### config.mk
export PLATFORM = sky130hd
export DESIGN_NAME = ram_fifo_ctrl
export DESIGN_NICKNAME = d
export VERILOG_FILES = /design/src/rtl/ram_fifo_ctrl.sv
export SDC_FILE = /design/constraint.sdc
export NUM_CORES = 1
export LEC_CHECK = 0
export BUFFER_PORTS_ARGS = -buffer_cell sky130_fd_sc_hd__buf_2
export CORE_MARGIN = 2
export CORE_UTILIZATION = 42
export CTS_CLUSTER_DIAMETER = 100
export DETAILED_ROUTE_END_ITERATION = 7
export PLACE_DENSITY = 0.76
export SLEW_MARGIN = 20
export SYNTH_ARGS = -nofsm -noshare
export SYNTH_HDL_FRONTEND = slang
export SYNTH_SLANG_ARGS = --single-unit
### constraint.sdc
create_clock -name clk -period 2.35 [get_ports clk]
set_input_delay 0 -clock clk [delete_from_list [all_inputs] [get_ports clk]]
set_output_delay 0 -clock clk [all_outputs]
set_load 0.05 [all_outputs]
### src/rtl/ram_fifo_ctrl.sv
// Single-clock FIFO controller for an external dual-port RAM with a registered read port.
// Owns the read/write pointers and the occupancy count, and flags rejected pushes and pops.
module ram_fifo_ctrl #(
  parameter int DATA_WIDTH = 8,
  parameter int ADDR_WIDTH = 6,
  parameter int DEPTH      = 64
) (
  input  logic                  clk,
  input  logic                  rst_n,
  input  logic                  wr_en,
  input  logic [DATA_WIDTH-1:0] wr_data,
  input  logic                  rd_en,
  output logic [DATA_WIDTH-1:0] rd_data,
  output logic                  rd_valid,
  output logic                  full,
  output logic                  empty,
  output logic [ADDR_WIDTH:0]   count,
  output logic                  overflow,
  output logic                  underflow,
  output logic [DATA_WIDTH-1:0] ram_data,
  output logic [ADDR_WIDTH-1:0] ram_write_addr,
  output logic                  ram_we,
  output logic [ADDR_WIDTH-1:0] ram_read_addr,
  input  logic [DATA_WIDTH-1:0] ram_q
);

  localparam logic [ADDR_WIDTH:0] DEPTH_CNT = (ADDR_WIDTH+1)'(DEPTH);

  logic [ADDR_WIDTH-1:0] wr_ptr;
  logic [ADDR_WIDTH-1:0] rd_ptr;
  logic [ADDR_WIDTH:0]   count_r;
  logic                  push_acc;
  logic                  pop_acc;

  assign full  = (count_r == DEPTH_CNT);
  assign empty = (count_r == '0);
  assign count = count_r;

  // Full blocks pushes even alongside a pop so the RAM never sees a same-address
  // read and write on one edge; empty blocks pops even alongside a push (no bypass).
  assign push_acc = wr_en & ~full;
  assign pop_acc  = rd_en & ~empty;

  assign ram_data       = wr_data;
  assign ram_write_addr = wr_ptr;
  assign ram_we         = push_acc;
  assign ram_read_addr  = rd_ptr;
  assign rd_data        = ram_q;

  always_ff @(posedge clk or negedge rst_n) begin
    if (!rst_n) begin
      wr_ptr <= '0;
      rd_ptr <= '0;
    end else begin
      if (push_acc) wr_ptr <= wr_ptr + ADDR_WIDTH'(1);
      if (pop_acc)  rd_ptr <= rd_ptr + ADDR_WIDTH'(1);
    end
  end

  always_ff @(posedge clk or negedge rst_n) begin
    if (!rst_n) begin
      count_r <= '0;
    end else begin
      unique case ({push_acc, pop_acc})
        2'b10:   count_r <= count_r + (ADDR_WIDTH+1)'(1);
        2'b01:   count_r <= count_r - (ADDR_WIDTH+1)'(1);
        default: count_r <= count_r;
      endcase
    end
  end

  // The RAM registers q on the same edge the pop is accepted, so valid trails by one cycle.
  always_ff @(posedge clk or negedge rst_n) begin
    if (!rst_n) begin
      rd_valid  <= 1'b0;
      overflow  <= 1'b0;
      underflow <= 1'b0;
    end else begin
      rd_valid  <= pop_acc;
      overflow  <= wr_en & full;
      underflow <= rd_en & empty;
    end
  end

endmodule

# Yosys cells after proc, flatten, opt, wreduce, memory -nomap -nowiden
# Cells that the tools add are included.
# word_totals
register_bits,22
inputBits,20
out_inout_bits,41
elab_cells,22
# classes
addsub,4
eq_ne,3
n_mux,1
bitwise,6
n_reduce_logical,2
# ops
cell,count
$pmux 7 s2,1
$add 6x1->6 const B,2
$add 7x1->7 const B,1
$eq 7x7->1 const B,1
$logic_not 7->1,1
$sub 7x1->7 const B,1
$and 1x1->1,4
$eq 2x1->1 const B,1
$eq 2x2->1 const B,1
$not 1->1,2
$reduce_bool 2->1,1

# Depth between registers and ports, before layout
# depth
depth_word,5
depth_mapped,11

# Worst setup path before layout
# OpenSTA, ideal clock, no wires.
# synth_timing
path_type,reg2reg
start,"reg count_r[0], in the netlist count[0]"
end,"reg count_r[6], in the netlist count[6]"
setup_ns,0.142
arrival_time_ns,2.772
slack_ns,-0.564
stages_incl_launch_ff,12
synth_period_minus_slack_ns,2.914
path_cell_list,dfrtp_1 nor4_2 and3b_1 buf_6 nor2b_4 ha_1 inv_1 fa_1 nand2b_1 a21o_1 a211oi_1 xnor2_1
# synth_between
elab_chain_cells,5
# synth_lines
item,line_no,text
start: declaration,31,logic [ADDR_WIDTH:0] count_r;
start signal: assignment,65,2'b10: count_r <= count_r + (ADDR_WIDTH+1)'(1);
start signal: assignment,66,2'b01: count_r <= count_r - (ADDR_WIDTH+1)'(1);
start signal: assignment,67,default: count_r <= count_r;
$logic_not 7->1 (*),36,assign empty = (count_r == '0);
via empty,16,"output logic empty,"
$not 1->1 (*),42,assign pop_acc = rd_en & ~empty;
$and 1x1->1 (*),42,
via pop_acc,33,logic pop_acc;
$eq 2x1->1 or $eq 2x2->1 (tied branches),64,"unique case ({push_acc, pop_acc})"
$pmux 7 s2 or $reduce_bool 2->1 (tied branches),--,
# The timed path passes the listed nets; every way through them passes the cells marked *.
# A chain may end at the register's enable or synchronous reset.

# Worst setup path after layout
# layout_timing
start,"reg count_r[2], in the netlist count[2]"
end,"reg count_r[6], in the netlist count[6]"
# layout_between
elab_chain_cells,5
# layout_lines
item,line_no
$logic_not 7->1 (*),36
$not 1->1 (*),42
$and 1x1->1 (*),42
via pop_acc,33
$eq 2x1->1 or $eq 2x2->1 (tied branches),64
$pmux 7 s2 or $reduce_bool 2->1 (tied branches),--
# Marked as above.

==> flow_summary.ini <==
[route]
vias = 1061
ant_nets = 0
drt-pass1-iter-count = 4
drt_wl_total_um = 2840
drt-wirelength-per-cell_um = 13.3
drc = 0
first_iter_violations = 28
viasPerCell = 4.96

[layout]
diodes = 0
syn_to_final_growth_pct = 35.5
fill_cells = 264
fin_area_mm2 = 0.00179
nets = 200
layout-drive-gt1-share_pct = 52.4

[worst_setup_path]
worstPathRequired_ps = 2540
path_max_fanout = 7
cp.arrival_ps = 2620
worstSetupEndpointType = flop
cp-start-kind = flop
crit_type = reg2reg

[clock_network]
cts_buffer_depth = 2
htreeDepth = 1
cts_root_buf = clkbuf_4
tritoncts = built
clk_transition_reported_paths_ps = 110
insertion_delay_ps = 300
cts-buffers-inserted = 3
cts_sinks = 22

[floorplanning]
die_w_um = 60.0
core_area_mm2 = 0.00303
die_area_mm2 = 0.00360
start_util_pct = 43.5
die_h_um = 60.0
io_pins = 61
rows = 20

[run_status]
violations = negative setup slack
status = complete, but fails checks

[yosys]
synth_cells = 126
synth_seq_area_share_pct = 41.8
ys_types = 36
yosysWarningCount = 0
postSynthNetCount = 155
avgSynthCellArea_um2 = 10.5
netlist_area_mm2 = 0.00132
ys_ff_latch = 22

[sta]
report.final.slew_viol_count = 0
layout_min_cycle_time_ps = 2420
fin_skew_ps = 7.04
worst_pin_slew_ps = 475
finalHoldWorstSlack_ps = 0.0410
rsz0062_at_grt = true
setup_tns_ps = -153
fmax_ghz = 0.413
setup_viol = 3
hold_viol_final = 0
fin_ws_ps = -70.8
period_share_pct = 103
maxSlewHeadroom_pct = 68.3

[worst_hold_path]
hold_path.class = in2out

[global_route]
gr-total-overflow = 0
first_global_vias = 1048
track_usage_pct = 16.7
antenna_found_initial = 0
grt_max_degree = 23
grt_pass1_wl_um = 4470

[power]
vdd_drop_max_v = 0.000707
power.density_mw_per_mm2 = 1580
power_uw = 2820
power.leakage_uw = 0.000856

[placed_design]
gp_congestion = 0.843
dp_hpwl_um = 1920
port_buffers = 28
place_ws_ps = -115
placed_area_mm2 = 0.00155

[job]
drv_cap = 0
## synthesized netlist by cell type, drive strengths merged
library cell / n / area, um^2
and3b: 1 / 8.76
dfrtp: 22 / 551
a2111oi: 1 / 8.76
xnor2: 6 / 52.6
mux2: 2 / 30.0
mux2i: 1 / 10.0
nor2b: 1 / 13.8
a21oi: 2 / 10.0
a21o: 2 / 16.3
nand3b: 1 / 7.51
o21bai: 1 / 7.51
o21a: 1 / 7.51
nand2b: 3 / 18.8
fa: 1 / 20.0
xor2: 8 / 70.1
ha: 8 / 100
nand3: 2 / 10.0
nor2: 5 / 18.8
nor4: 3 / 31.3
nand2: 11 / 43.8
clkbuf: 1 / 3.75
nor3b: 1 / 7.51
or3b: 1 / 8.76
inv: 7 / 26.3
buf: 17 / 131
a211oi: 5 / 37.5
nand4: 2 / 12.5
nor3: 3 / 15.0
and3: 1 / 6.26
and2: 1 / 7.51
o21ai: 5 / 25.0
## critical path, cell delays in order (launching register included)
cell and delay, ps:
dfrtp_2 440, nor4_4 310, and3b_2 260, nor2b_4 50, ha_4 210, buf_4 150
buf_4 130, or3b_1 380, a211oi_2 180, a211oi_2 70, xnor2_1 130
## logic make-up (layout without fill, tap and decap cells)
| logic type | after synthesis | in the layout | synth area share, % |
|---|---|---|---|
| mux | 3 | 3 | 3.04 |
| simple gates | 36 | 36 | 16.0 |
| flops | 22 | 22 | 41.8 |
| buf+inv | 25 | 69 | 12.3 |
| compound gates | 17 | 17 | 8.55 |
| xor+xnor | 14 | 14 | 9.31 |
| fa+ha+maj | 9 | 9 | 9.12 |
## per-stage QoR
stage,std cells,util (%)
floorplan,126,-
global placement,195,51.2
detailed placement,195,51.2
CTS,212,57.9
global route,214,59.0
finish,214,59.0
## registers in the layout (all words and copies together), names as in the netlist
name and flops:
underflow 1, ram_write_addr 6, ram_read_addr 6, overflow 1, count 7, rd_valid 1
## power breakdown
| group | switching (uW) | leakage, uW | internal [uW] |
|---|---|---|---|
| Clock | 111 | 0.0000279 | 172 |
| Sequential | 163 | 0.000260 | 563 |
| Combinational | 1140 | 0.000567 | 663 |
| Total | 1420 | 0.000856 | 1400 |
## final cells by class
class / instances / area, um^2 / share of cell area, %
Sequential cell: 22 / 559 / 31.3
Clock buffer: 3 / 22.5 / 1.26
Clock inverter: 1 / 30.0 / 1.68
Timing Repair Buffer: 58 / 379 / 21.2
Tap cell: 44 / 55.1 / 3.08
Inverter: 7 / 26.3 / 1.47
Multi-Input combinational cell: 79 / 713 / 39.9
## placed cells by master (no fill, tap or decap), drive strengths merged
master,synthesis,routed
and3b,1,1
bufinv,0,1
a2111oi,1,1
nor2b,1,1
buf,17,55
nand3,2,2
nor3b,1,1
nor3,3,3
o21bai,1,1
ha,8,8
mux2,2,2
a21o,2,2
o21a,1,1
a211oi,5,5
xor2,8,8
inv,7,7
clkbuf,1,3
o21ai,5,5
mux2i,1,1
nor4,3,3
dlygate4sd3,0,3
dfrtp,22,22
nor2,5,5
nand2b,3,3
xnor2,6,6
and3,1,1
or3b,1,1
a21oi,2,2
nand3b,1,1
nand4,2,2
fa,1,1
and2,1,1
nand2,11,11
## routing by layer
| metal | part of all wire [%] | global-route usage, % | up-vias |
|---|---|---|---|
| met5 | 0 | 0 | - |
| met4 | 3.7 | 11.7 | 0 |
| met3 | 7.2 | 4.55 | 18 |
| met2 | 51 | 27.3 | 44 |
| met1 | 38 | 18.5 | 502 |
| li1 | - | - | 497 |
## worst paths after layout
path                       slack [ps]  depth (start not counted)                 to              start
setup / recovery                  -70                         10           count[6]           count[2]
max in group asynchronous        1810                          2           count[5]              rst_n
hold / removal                   0.04                          0         rd_data[2]           ram_q[2]
min in group asynchronous         180                          2  ram_write_addr[3]              rst_n
setup reg to reg                  -70                         10           count[6]           count[2]
hold reg to reg                   470                          1  ram_write_addr[5]  ram_write_addr[5]
## repair_timing
action | 4_1_cts | 5_1_grt
endpoints found under the hold margin | 24 | 0
buffers inserted | 10 | 2
gates cloned | 0 | 0
resized for setup | 8 | 3
pin swaps | 6 | 5
hold buffers | 3 | 0
endpoints found under the setup margin | 2 | 4
Power figures use the tool's default switching activity.
